[config.mk]
export PLATFORM = sky130hd
export DESIGN_NAME = stepper_ramp_driver_flat
export DESIGN_NICKNAME = d
export VERILOG_FILES = /design/src/rtl/stepper_pkg.sv /design/src/rtl/stepper_ramp_driver_if.sv /design/src/rtl/step_ramp_calc.sv /design/src/rtl/stepper_ramp_driver.sv /design/src/flat_wrapper.sv
export SDC_FILE = /design/constraint.sdc
export NUM_CORES = 1
export LEC_CHECK = 0
export ABC_AREA = 0
export BUFFER_PORTS_ARGS = -buffer_cell sky130_fd_sc_hd__clkbuf_2
export CORE_ASPECT_RATIO = 1.1
export CORE_UTILIZATION = 65
export CTS_CLUSTER_DIAMETER = 100
export DETAILED_ROUTE_END_ITERATION = 10
export HOLD_SLACK_MARGIN = 0.1
export PLACE_DENSITY = 0.9
export SYNTH_ARGS = -nofsm -noshare
export SYNTH_HDL_FRONTEND = slang
export SYNTH_SLANG_ARGS = --single-unit
[constraint.sdc]
create_clock -name clk_50 -period 14.55 [get_ports clk_50]
set_input_delay 4.365 -clock clk_50 [delete_from_list [all_inputs] [get_ports clk_50]]
set_output_delay 4.365 -clock clk_50 [all_outputs]
set_load 0.02 [all_outputs]
[src/rtl/stepper_pkg.sv]
// rtl/stepper_pkg.sv - shared state encoding and default timing for the step/dir ramp driver
//
// Purpose: state enumeration shared by the step/dir driver and its helpers,
//          plus the default driver timing expressed in 50 MHz cycles.
// Ports:   none (package).

package stepper_pkg;

   typedef enum logic [2:0] {
      ST_IDLE  = 3'd0,
      ST_SETUP = 3'd1,
      ST_HIGH  = 3'd2,
      ST_LOW   = 3'd3,
      ST_PAUSE = 3'd4
   } state_e;

   localparam int PULSE_HI_50M  = 50;
   localparam int DIR_SETUP_50M = 10;

endpackage

[src/rtl/stepper_ramp_driver_if.sv]
// rtl/stepper_ramp_driver_if.sv - move-command handshake between sequencer and step/dir driver
//
// Purpose: groups the move command fields and their valid/ready handshake.
// Ports (signals):
//   cmd_valid      master->slave  command present
//   cmd_ready      slave->master  driver can accept a command
//   cmd_steps      master->slave  steps to issue
//   cmd_dir        master->slave  direction, 1 = positive
//   cmd_per_start  master->slave  first/last step period in cycles
//   cmd_per_min    master->slave  cruise period in cycles
//   cmd_accel      master->slave  period change per step while ramping

interface stepper_ramp_driver_if #(
   parameter int STEP_W = 16,
   parameter int PER_W  = 24
);

   logic              cmd_valid;
   logic              cmd_ready;
   logic [STEP_W-1:0] cmd_steps;
   logic              cmd_dir;
   logic [PER_W-1:0]  cmd_per_start;
   logic [PER_W-1:0]  cmd_per_min;
   logic [PER_W-1:0]  cmd_accel;

   modport master (
      output cmd_valid, cmd_steps, cmd_dir, cmd_per_start, cmd_per_min, cmd_accel,
      input  cmd_ready
   );

   modport slave (
      input  cmd_valid, cmd_steps, cmd_dir, cmd_per_start, cmd_per_min, cmd_accel,
      output cmd_ready
   );

endinterface

[src/rtl/step_ramp_calc.sv]
// rtl/step_ramp_calc.sv - next step period and ramp counter for a trapezoidal profile
//
// Purpose: combinational period update evaluated at each step boundary.
// Ports:
//   cur_per        in   period of the step just finished
//   per_min        in   clamped cruise period
//   per_start      in   clamped start/end period
//   accel          in   period change per ramp step
//   remaining      in   steps still to issue
//   ramp_cnt       in   steps spent accelerating so far (net)
//   next_per       out  period for the next step
//   next_ramp_cnt  out  updated ramp counter

import stepper_pkg::*;

module step_ramp_calc #(
   parameter int STEP_W = 16,
   parameter int PER_W  = 24
) (
   input  logic [PER_W-1:0]  cur_per,
   input  logic [PER_W-1:0]  per_min,
   input  logic [PER_W-1:0]  per_start,
   input  logic [PER_W-1:0]  accel,
   input  logic [STEP_W-1:0] remaining,
   input  logic [STEP_W-1:0] ramp_cnt,
   output logic [PER_W-1:0]  next_per,
   output logic [STEP_W-1:0] next_ramp_cnt
);

   // One extra bit so sums saturate and differences detect borrow instead of wrapping.
   logic [PER_W:0] sum;
   logic [PER_W:0] diff;

   always_comb begin
      sum           = {1'b0, cur_per} + {1'b0, accel};
      diff          = {1'b0, cur_per} - {1'b0, accel};
      next_per      = cur_per;
      next_ramp_cnt = ramp_cnt;
      if (remaining <= ramp_cnt) begin
         // Decelerate: as many steps remain as were spent accelerating.
         next_per = (sum > {1'b0, per_start}) ? per_start : sum[PER_W-1:0];
         if (ramp_cnt != '0) begin
            next_ramp_cnt = ramp_cnt - STEP_W'(1);
         end
      end else if (cur_per > per_min) begin
         next_per = (diff[PER_W] || (diff[PER_W-1:0] < per_min)) ? per_min : diff[PER_W-1:0];
         next_ramp_cnt = ramp_cnt + STEP_W'(1);
      end
   end

endmodule

[src/rtl/stepper_ramp_driver.sv]
// rtl/stepper_ramp_driver.sv - step/dir pulse generator with trapezoidal accel/decel
//
// Purpose: accepts move commands and drives STEP/DIR pins with min high/low
//          and dir-setup timing, tracking signed absolute position.
// Ports:
//   clk_50      in   50 MHz system clock
//   reset_n     in   asynchronous active-low reset
//   cmd         slave modport of stepper_ramp_driver_if (move command handshake)
//   enable      in   0 = pause at next step boundary
//   abort       in   level; stop at next step boundary
//   step        out  STEP pin
//   dir         out  DIR pin
//   busy        out  high whenever not idle
//   done        out  one-cycle pulse at end of move
//   aborted     out  sticky, valid with done, cleared on next accept
//   steps_done  out  rising edges issued in current/last move
//   position    out  signed absolute position

import stepper_pkg::*;

module stepper_ramp_driver #(
   parameter int STEP_W    = 16,
   parameter int PER_W     = 24,
   parameter int POS_W     = 32,
   parameter int PULSE_HI  = PULSE_HI_50M,
   parameter int DIR_SETUP = DIR_SETUP_50M
) (
   input  logic                    clk_50,
   input  logic                    reset_n,
   stepper_ramp_driver_if.slave    cmd,
   input  logic                    enable,
   input  logic                    abort,
   output logic                    step,
   output logic                    dir,
   output logic                    busy,
   output logic                    done,
   output logic                    aborted,
   output logic [STEP_W-1:0]       steps_done,
   output logic signed [POS_W-1:0] position
);

   localparam logic [2:0] IDLE  = ST_IDLE;
   localparam logic [2:0] SETUP = ST_SETUP;
   localparam logic [2:0] HIGH  = ST_HIGH;
   localparam logic [2:0] LOW   = ST_LOW;
   localparam logic [2:0] PAUSE = ST_PAUSE;

   // Shortest legal period: one full high time plus an equal low time.
   localparam logic [PER_W-1:0] MIN_PER    = PER_W'(2 * PULSE_HI);
   localparam logic [PER_W-1:0] HI_LOAD    = PER_W'(PULSE_HI - 1);
   localparam logic [PER_W-1:0] SETUP_LOAD = PER_W'((DIR_SETUP > 0) ? DIR_SETUP - 1 : 0);
   localparam logic [PER_W-1:0] LOW_OFS    = PER_W'(PULSE_HI + 1);

   logic [2:0]        state;
   logic [PER_W-1:0]  tmr;
   logic [PER_W-1:0]  cur_per;
   logic [PER_W-1:0]  per_min_q;
   logic [PER_W-1:0]  per_start_q;
   logic [PER_W-1:0]  accel_q;
   logic [STEP_W-1:0] steps_q;
   logic [STEP_W-1:0] ramp_cnt;

   logic [PER_W-1:0]  clamp_min;
   logic [PER_W-1:0]  clamp_start;
   logic [STEP_W-1:0] remaining;
   logic [PER_W-1:0]  next_per;
   logic [STEP_W-1:0] next_ramp_cnt;
   logic [PER_W-1:0]  low_load;

   function automatic logic signed [POS_W-1:0] pos_step(input logic signed [POS_W-1:0] p,
                                                         input logic d);
      return d ? (p + POS_W'(1)) : (p - POS_W'(1));
   endfunction

   always_comb begin
      clamp_min   = (cmd.cmd_per_min > MIN_PER) ? cmd.cmd_per_min : MIN_PER;
      clamp_start = (cmd.cmd_per_start > clamp_min) ? cmd.cmd_per_start : clamp_min;
   end

   assign remaining     = steps_q - steps_done;
   // cur_per >= 2*PULSE_HI, so the low count never underflows.
   assign low_load      = cur_per - LOW_OFS;
   assign cmd.cmd_ready = (state == IDLE);
   assign busy          = (state != IDLE);

   step_ramp_calc #(
      .STEP_W (STEP_W),
      .PER_W  (PER_W)
   ) u_calc (
      .cur_per       (cur_per),
      .per_min       (per_min_q),
      .per_start     (per_start_q),
      .accel         (accel_q),
      .remaining     (remaining),
      .ramp_cnt      (ramp_cnt),
      .next_per      (next_per),
      .next_ramp_cnt (next_ramp_cnt)
   );

   always_ff @(posedge clk_50 or negedge reset_n) begin
      if (!reset_n) begin
         state       <= IDLE;
         tmr         <= '0;
         cur_per     <= '0;
         per_min_q   <= '0;
         per_start_q <= '0;
         accel_q     <= '0;
         steps_q     <= '0;
         ramp_cnt    <= '0;
         step        <= 1'b0;
         dir         <= 1'b0;
         done        <= 1'b0;
         aborted     <= 1'b0;
         steps_done  <= '0;
         position    <= '0;
      end else begin
         done <= 1'b0;
         case (state)
            IDLE: begin
               if (cmd.cmd_valid) begin
                  steps_q     <= cmd.cmd_steps;
                  per_min_q   <= clamp_min;
                  per_start_q <= clamp_start;
                  accel_q     <= cmd.cmd_accel;
                  cur_per     <= clamp_start;
                  ramp_cnt    <= '0;
                  steps_done  <= '0;
                  aborted     <= 1'b0;
                  if (cmd.cmd_steps == '0) begin
                     done <= 1'b1;
                  end else if ((cmd.cmd_dir != dir) && (DIR_SETUP > 0)) begin
                     dir   <= cmd.cmd_dir;
                     state <= SETUP;
                     tmr   <= SETUP_LOAD;
                  end else begin
                     // No setup needed: first rising edge on this same clock.
                     dir        <= cmd.cmd_dir;
                     state      <= HIGH;
                     step       <= 1'b1;
                     tmr        <= HI_LOAD;
                     steps_done <= STEP_W'(1);
                     position   <= pos_step(position, cmd.cmd_dir);
                  end
               end
            end
            SETUP: begin
               if (tmr == '0) begin
                  state      <= HIGH;
                  step       <= 1'b1;
                  tmr        <= HI_LOAD;
                  steps_done <= steps_done + STEP_W'(1);
                  position   <= pos_step(position, dir);
               end else begin
                  tmr <= tmr - PER_W'(1);
               end
            end
            HIGH: begin
               if (tmr == '0) begin
                  state <= LOW;
                  step  <= 1'b0;
                  tmr   <= low_load;
               end else begin
                  tmr <= tmr - PER_W'(1);
               end
            end
            LOW: begin
               if (tmr == '0) begin
                  cur_per  <= next_per;
                  ramp_cnt <= next_ramp_cnt;
                  if (remaining == '0) begin
                     state <= IDLE;
                     done  <= 1'b1;
                  end else if (abort) begin
                     state   <= IDLE;
                     done    <= 1'b1;
                     aborted <= 1'b1;
                  end else if (!enable) begin
                     state <= PAUSE;
                  end else begin
                     state      <= HIGH;
                     step       <= 1'b1;
                     tmr        <= HI_LOAD;
                     steps_done <= steps_done + STEP_W'(1);
                     position   <= pos_step(position, dir);
                  end
               end else begin
                  tmr <= tmr - PER_W'(1);
               end
            end
            PAUSE: begin
               // The low time before pausing already met the minimum, so resume
               // goes straight to a rising edge.
               if (abort) begin
                  state   <= IDLE;
                  done    <= 1'b1;
                  aborted <= 1'b1;
               end else if (enable) begin
                  state      <= HIGH;
                  step       <= 1'b1;
                  tmr        <= HI_LOAD;
                  steps_done <= steps_done + STEP_W'(1);
                  position   <= pos_step(position, dir);
               end
            end
            default: begin
               state <= IDLE;
               step  <= 1'b0;
            end
         endcase
      end
   end

endmodule

[src/flat_wrapper.sv]
// flat-port wrapper written by rule: the top's interface ports become plain ports
module stepper_ramp_driver_flat 
#(
   parameter int STEP_W    = 16,
   parameter int PER_W     = 24,
   parameter int POS_W     = 32,
   parameter int PULSE_HI  = PULSE_HI_50M,
   parameter int DIR_SETUP = DIR_SETUP_50M
)
  (clk_50, reset_n, enable, abort, step, dir, busy, done, aborted, steps_done, position, cmd_cmd_valid, cmd_cmd_steps, cmd_cmd_dir, cmd_cmd_per_start, cmd_cmd_per_min, cmd_cmd_accel, cmd_cmd_ready);
  stepper_ramp_driver_if #(.STEP_W(STEP_W), .PER_W(PER_W)) cmd_i ();
  input  logic clk_50;
  input  logic reset_n;
  input  logic enable;
  input  logic abort;
  output logic step;
  output logic dir;
  output logic busy;
  output logic done;
  output logic aborted;
  output logic [STEP_W-1:0] steps_done;
  output logic signed [POS_W-1:0] position;
  input wire logic [$bits(cmd_i.cmd_valid)-1:0] cmd_cmd_valid;
  input wire logic [$bits(cmd_i.cmd_steps)-1:0] cmd_cmd_steps;
  input wire logic [$bits(cmd_i.cmd_dir)-1:0] cmd_cmd_dir;
  input wire logic [$bits(cmd_i.cmd_per_start)-1:0] cmd_cmd_per_start;
  input wire logic [$bits(cmd_i.cmd_per_min)-1:0] cmd_cmd_per_min;
  input wire logic [$bits(cmd_i.cmd_accel)-1:0] cmd_cmd_accel;
  output wire logic [$bits(cmd_i.cmd_ready)-1:0] cmd_cmd_ready;
  assign cmd_i.cmd_valid = cmd_cmd_valid;
  assign cmd_i.cmd_steps = cmd_cmd_steps;
  assign cmd_i.cmd_dir = cmd_cmd_dir;
  assign cmd_i.cmd_per_start = cmd_cmd_per_start;
  assign cmd_i.cmd_per_min = cmd_cmd_per_min;
  assign cmd_i.cmd_accel = cmd_cmd_accel;
  assign cmd_cmd_ready = cmd_i.cmd_ready;
  stepper_ramp_driver #(.STEP_W(STEP_W), .PER_W(PER_W), .POS_W(POS_W), .PULSE_HI(PULSE_HI), .DIR_SETUP(DIR_SETUP)) u_core (.clk_50(clk_50), .reset_n(reset_n), .cmd(cmd_i), .enable(enable), .abort(abort), .step(step), .dir(dir), .busy(busy), .done(done), .aborted(aborted), .steps_done(steps_done), .position(position));
endmodule
==> flow_summary_export.csv <==
group,metric,value,unit
run_status,status,"finished, final reports clean",
cts,cts_resized,0,
grt,grt_pass1_vias,16400,
die,die-area,27900,um2
worst_setup_path,cp-start-kind,"input port",
drt,viasPerCell,6.54,
worst_setup_path,cp_data_arrival_time,9.00,ns
cts,ctsRootBufferMaster,"clkbuf_16",
cts,clock-sinks,207,
drt,drtAntennaViolNets,0,
grt,grt_use_total,37.2,%
layout,drive_gt1_share,10.8,%
worst_setup_path,required,14.96,ns
cts,clkLatencyLatePin,0.55,ns
logic_synthesis,yosysSeqAreaShare,29.2,%
logic_synthesis,ys_ff_latch,207,
logic_synthesis,syn_inst,2174,
logic_synthesis,yosysWarnings,0,
place,portBuffers,147,
timing,drv_slew,0,
layout,fin_util,72.3,%
die,initial_core_util,65.9,%
drt,drt_wl_total,52300,um
worst_setup_path,path_max_fanout,37,
die,pin_count,148,
place,hpwl,39600,um
drt,drc_errors,0,
cts,htreeDepth,1,
die,die_x,159,um
timing,finalHoldViolations,0,
timing,setup_violations,0,
logic_synthesis,syn_area,17700,um2
cts,cts_tree,"done",
die,core-area,26900,um2
timing,setup_tns,0,ns
cts,cts_setup_buffers,0,
logic_synthesis,synth_flop_cell,"dfrtp_1",
timing,slew_headroom,23.8,%
drt,dr_total_vias,17300,
timing,rsz0062_at_grt,"no",
timing,tightest_slew,1.13,ns
timing,setup_slack,5.96,ns
grt,antenna_found_initial,7,
timing,finClkSkew,0.0102,ns
cts,clk_pin_slew_worst_paths,0.06,ns
cts,hold_buffers,0,
cts,numCtsBuffers,25,
logic_synthesis,postSynthAreaPerCell,8.15,um2
place,place_ws,5.46,ns
grt,grt_max_degree,104,
grt,grt_overflow,0,
drt,first_iter_violations,1503,
logic_synthesis,synth_fp_nets,2469,
logic_synthesis,netlist_top_cells_area,"dfrtp_1 (29%), ha_1 (14%), nand2_1 (4.8%)",
place,placedCellCount,2598,
hold_path,hold_path_class,"flop to flop",
layout,nNetsFinal,2563,
cts,clockBufferDepth,3,
place,gp_congestion,0.969,
drt,firstDrtPassIters,6,
logic_synthesis,async_reset_ff_share,100,%
logic_synthesis,synth_edf_count,0,
layout,area_growth,9.71,%
worst_setup_path,critPathKind,"input port to flop",
logic_synthesis,synth_cell_types,77,
timing,fmax,0.116,GHz
timing,period_needed,8.59,ns
logic_synthesis,yosysTopAreaCellShare,29.2,%
layout,fin_cells,2641,
job,cap_violations,0,
worst_setup_path,endpoint_kind,"flop",
drt,post_drt_wl_per_cell,19.8,um
timing,finalCritPeriodShare,59.0,%
die,dieHeight,175,um
grt,grt_pass1_wl,84400,um
logic_synthesis,yosysTopAreaCell,"dfrtp_1",
die,core.rowCount,63,
==> per-stage QoR <==
step | hold WS (ns) | area, um2
floorplan | 0.449 | 17700
global placement | 0.459 | 18700
detailed placement | 0.465 | 18700
CTS | 0.476 | 19400
global route | 0.485 | 19400
finish | 0.476 | 19400
==> Yosys cell counts (7+ instances only) <==
cell and number:
clkbuf_1 70, o311ai_0 9, inv_1 172, ha_1 197, nand2_1 227, a21o_1 43
o21ai_0 145, dfrtp_1 207, a31oi_1 34, a221o_1 8, or4_1 16, a21oi_1 148
nand3_1 51, or3_1 25, nor4_1 48, a211oi_1 19, o211ai_1 36, nor3_1 80
a2111oi_0 7, o21a_1 11, o21bai_1 13, mux2i_1 32, o31a_1 8, nor2_1 157
nand4_1 26, and4_1 7, or2_2 10, mux2_2 18, xor2_1 48, nand2b_1 29
nor2b_1 24, and3_1 14, a22oi_1 8, xnor2_1 64, o31ai_1 18, a221oi_1 8
o22ai_1 12, and2_1 9, a21boi_0 11, buf_2 15, a211o_1 10
==> layout by cell type, fill, tap and decap left out, types with 13 or more instances in the layout <==
master	n
nor3_1	80
or4_1	16
inv_1	172
nor2b_1	24
or3_1	25
ha_1	197
dfrtp_1	207
a211oi_1	19
clkbuf_2	146
nand2b_1	29
o21ai_0	145
nand2_1	226
and3_1	13
a21oi_1	147
o211ai_1	36
a21o_1	43
nor2_1	157
o21bai_1	13
o31ai_1	18
mux2i_1	32
nand3_1	51
clkbuf_16	25
mux2_2	18
a31oi_1	33
nand4_1	26
xor2_1	48
nor4_1	48
xnor2_1	64
==> flip-flops by register name (all words and copies together), names as in the netlist <==
name and cells:
u_core.state 3, u_core.position 32, u_core.aborted 1, u_core.tmr 24
u_core.accel_q 24, u_core.dir 1, u_core.per_start_q 24, u_core.done 1
u_core.steps_q 16, u_core.per_min_q 24, u_core.ramp_cnt 16, u_core.steps_done 16
u_core.step 1, u_core.cur_per 24
==> final timing paths <==
path | startpoint | endpoint | slack [ns] | cells past startpoint
min reg2reg | u_core.position[31] | u_core.position[31] | 0.48 | 1
min | u_core.position[31] | u_core.position[31] | 0.48 | 1
max in group asynchronous | reset_n | u_core.steps_done[14] | 8.73 | 3
min in group asynchronous | reset_n | u_core.accel_q[20] | 3.93 | 1
max reg2reg | u_core.steps_done[2] | u_core.ramp_cnt[14] | 7.89 | 26
max | cmd_cmd_per_min[7] | u_core.cur_per[2] | 5.96 | 17
==> metal layers <==
layer / vias to the layer above / wire (um) / GRT usage [%]
met5: - / 46 / 0
met1: 8186 / 20800 / 47.3
met2: 842 / 23700 / 60.5
li1: 8050 / - / -
met3: 179 / 4870 / 7.57
met4: 6 / 2800 / 18.5
==> worst max-delay path, cell delays in order <==
cell,delay (ns)
clkbuf_2,0.13
nor4_1,0.30
nand4_1,0.20
nor4_1,0.61
inv_1,0.09
a31oi_1,0.37
nand2b_1,0.22
ha_1,0.16
nand3_1,0.12
a21oi_1,0.14
o311ai_0,0.13
a21oi_1,0.14
o21ai_0,0.15
a21oi_4,0.90
o21ai_0,0.38
a2111oi_0,0.49
nor2_1,0.09
==> kinds of logic after synthesis <==
family                   after synthesis  synth area share (%)
AO/OA/AOI/OAI                        591                  21.3
adder cells (fa/ha/maj)              201                  14.4
flip-flops                           207                  29.2
XOR/XNOR                             112                  5.53
multiplexers                          50                  2.95
AND/OR/NAND/NOR                      749                  20.9
buffers and inverters                264                  5.75
==> cell type report <==
class / instances / area [um2]
antenna: 2 / 5.00
clock buffer: 32 / 682
clock inverter: 9 / 85.1
fill: 2078 / 7430
inverter: 172 / 646
multi-input combinational: 1703 / 11600
sequential: 207 / 5180
tap: 357 / 447
timing repair buffer: 159 / 835
Power is not shown: default switching activity piles up to over one toggle a cycle in this logic, so the estimate is an artifact.
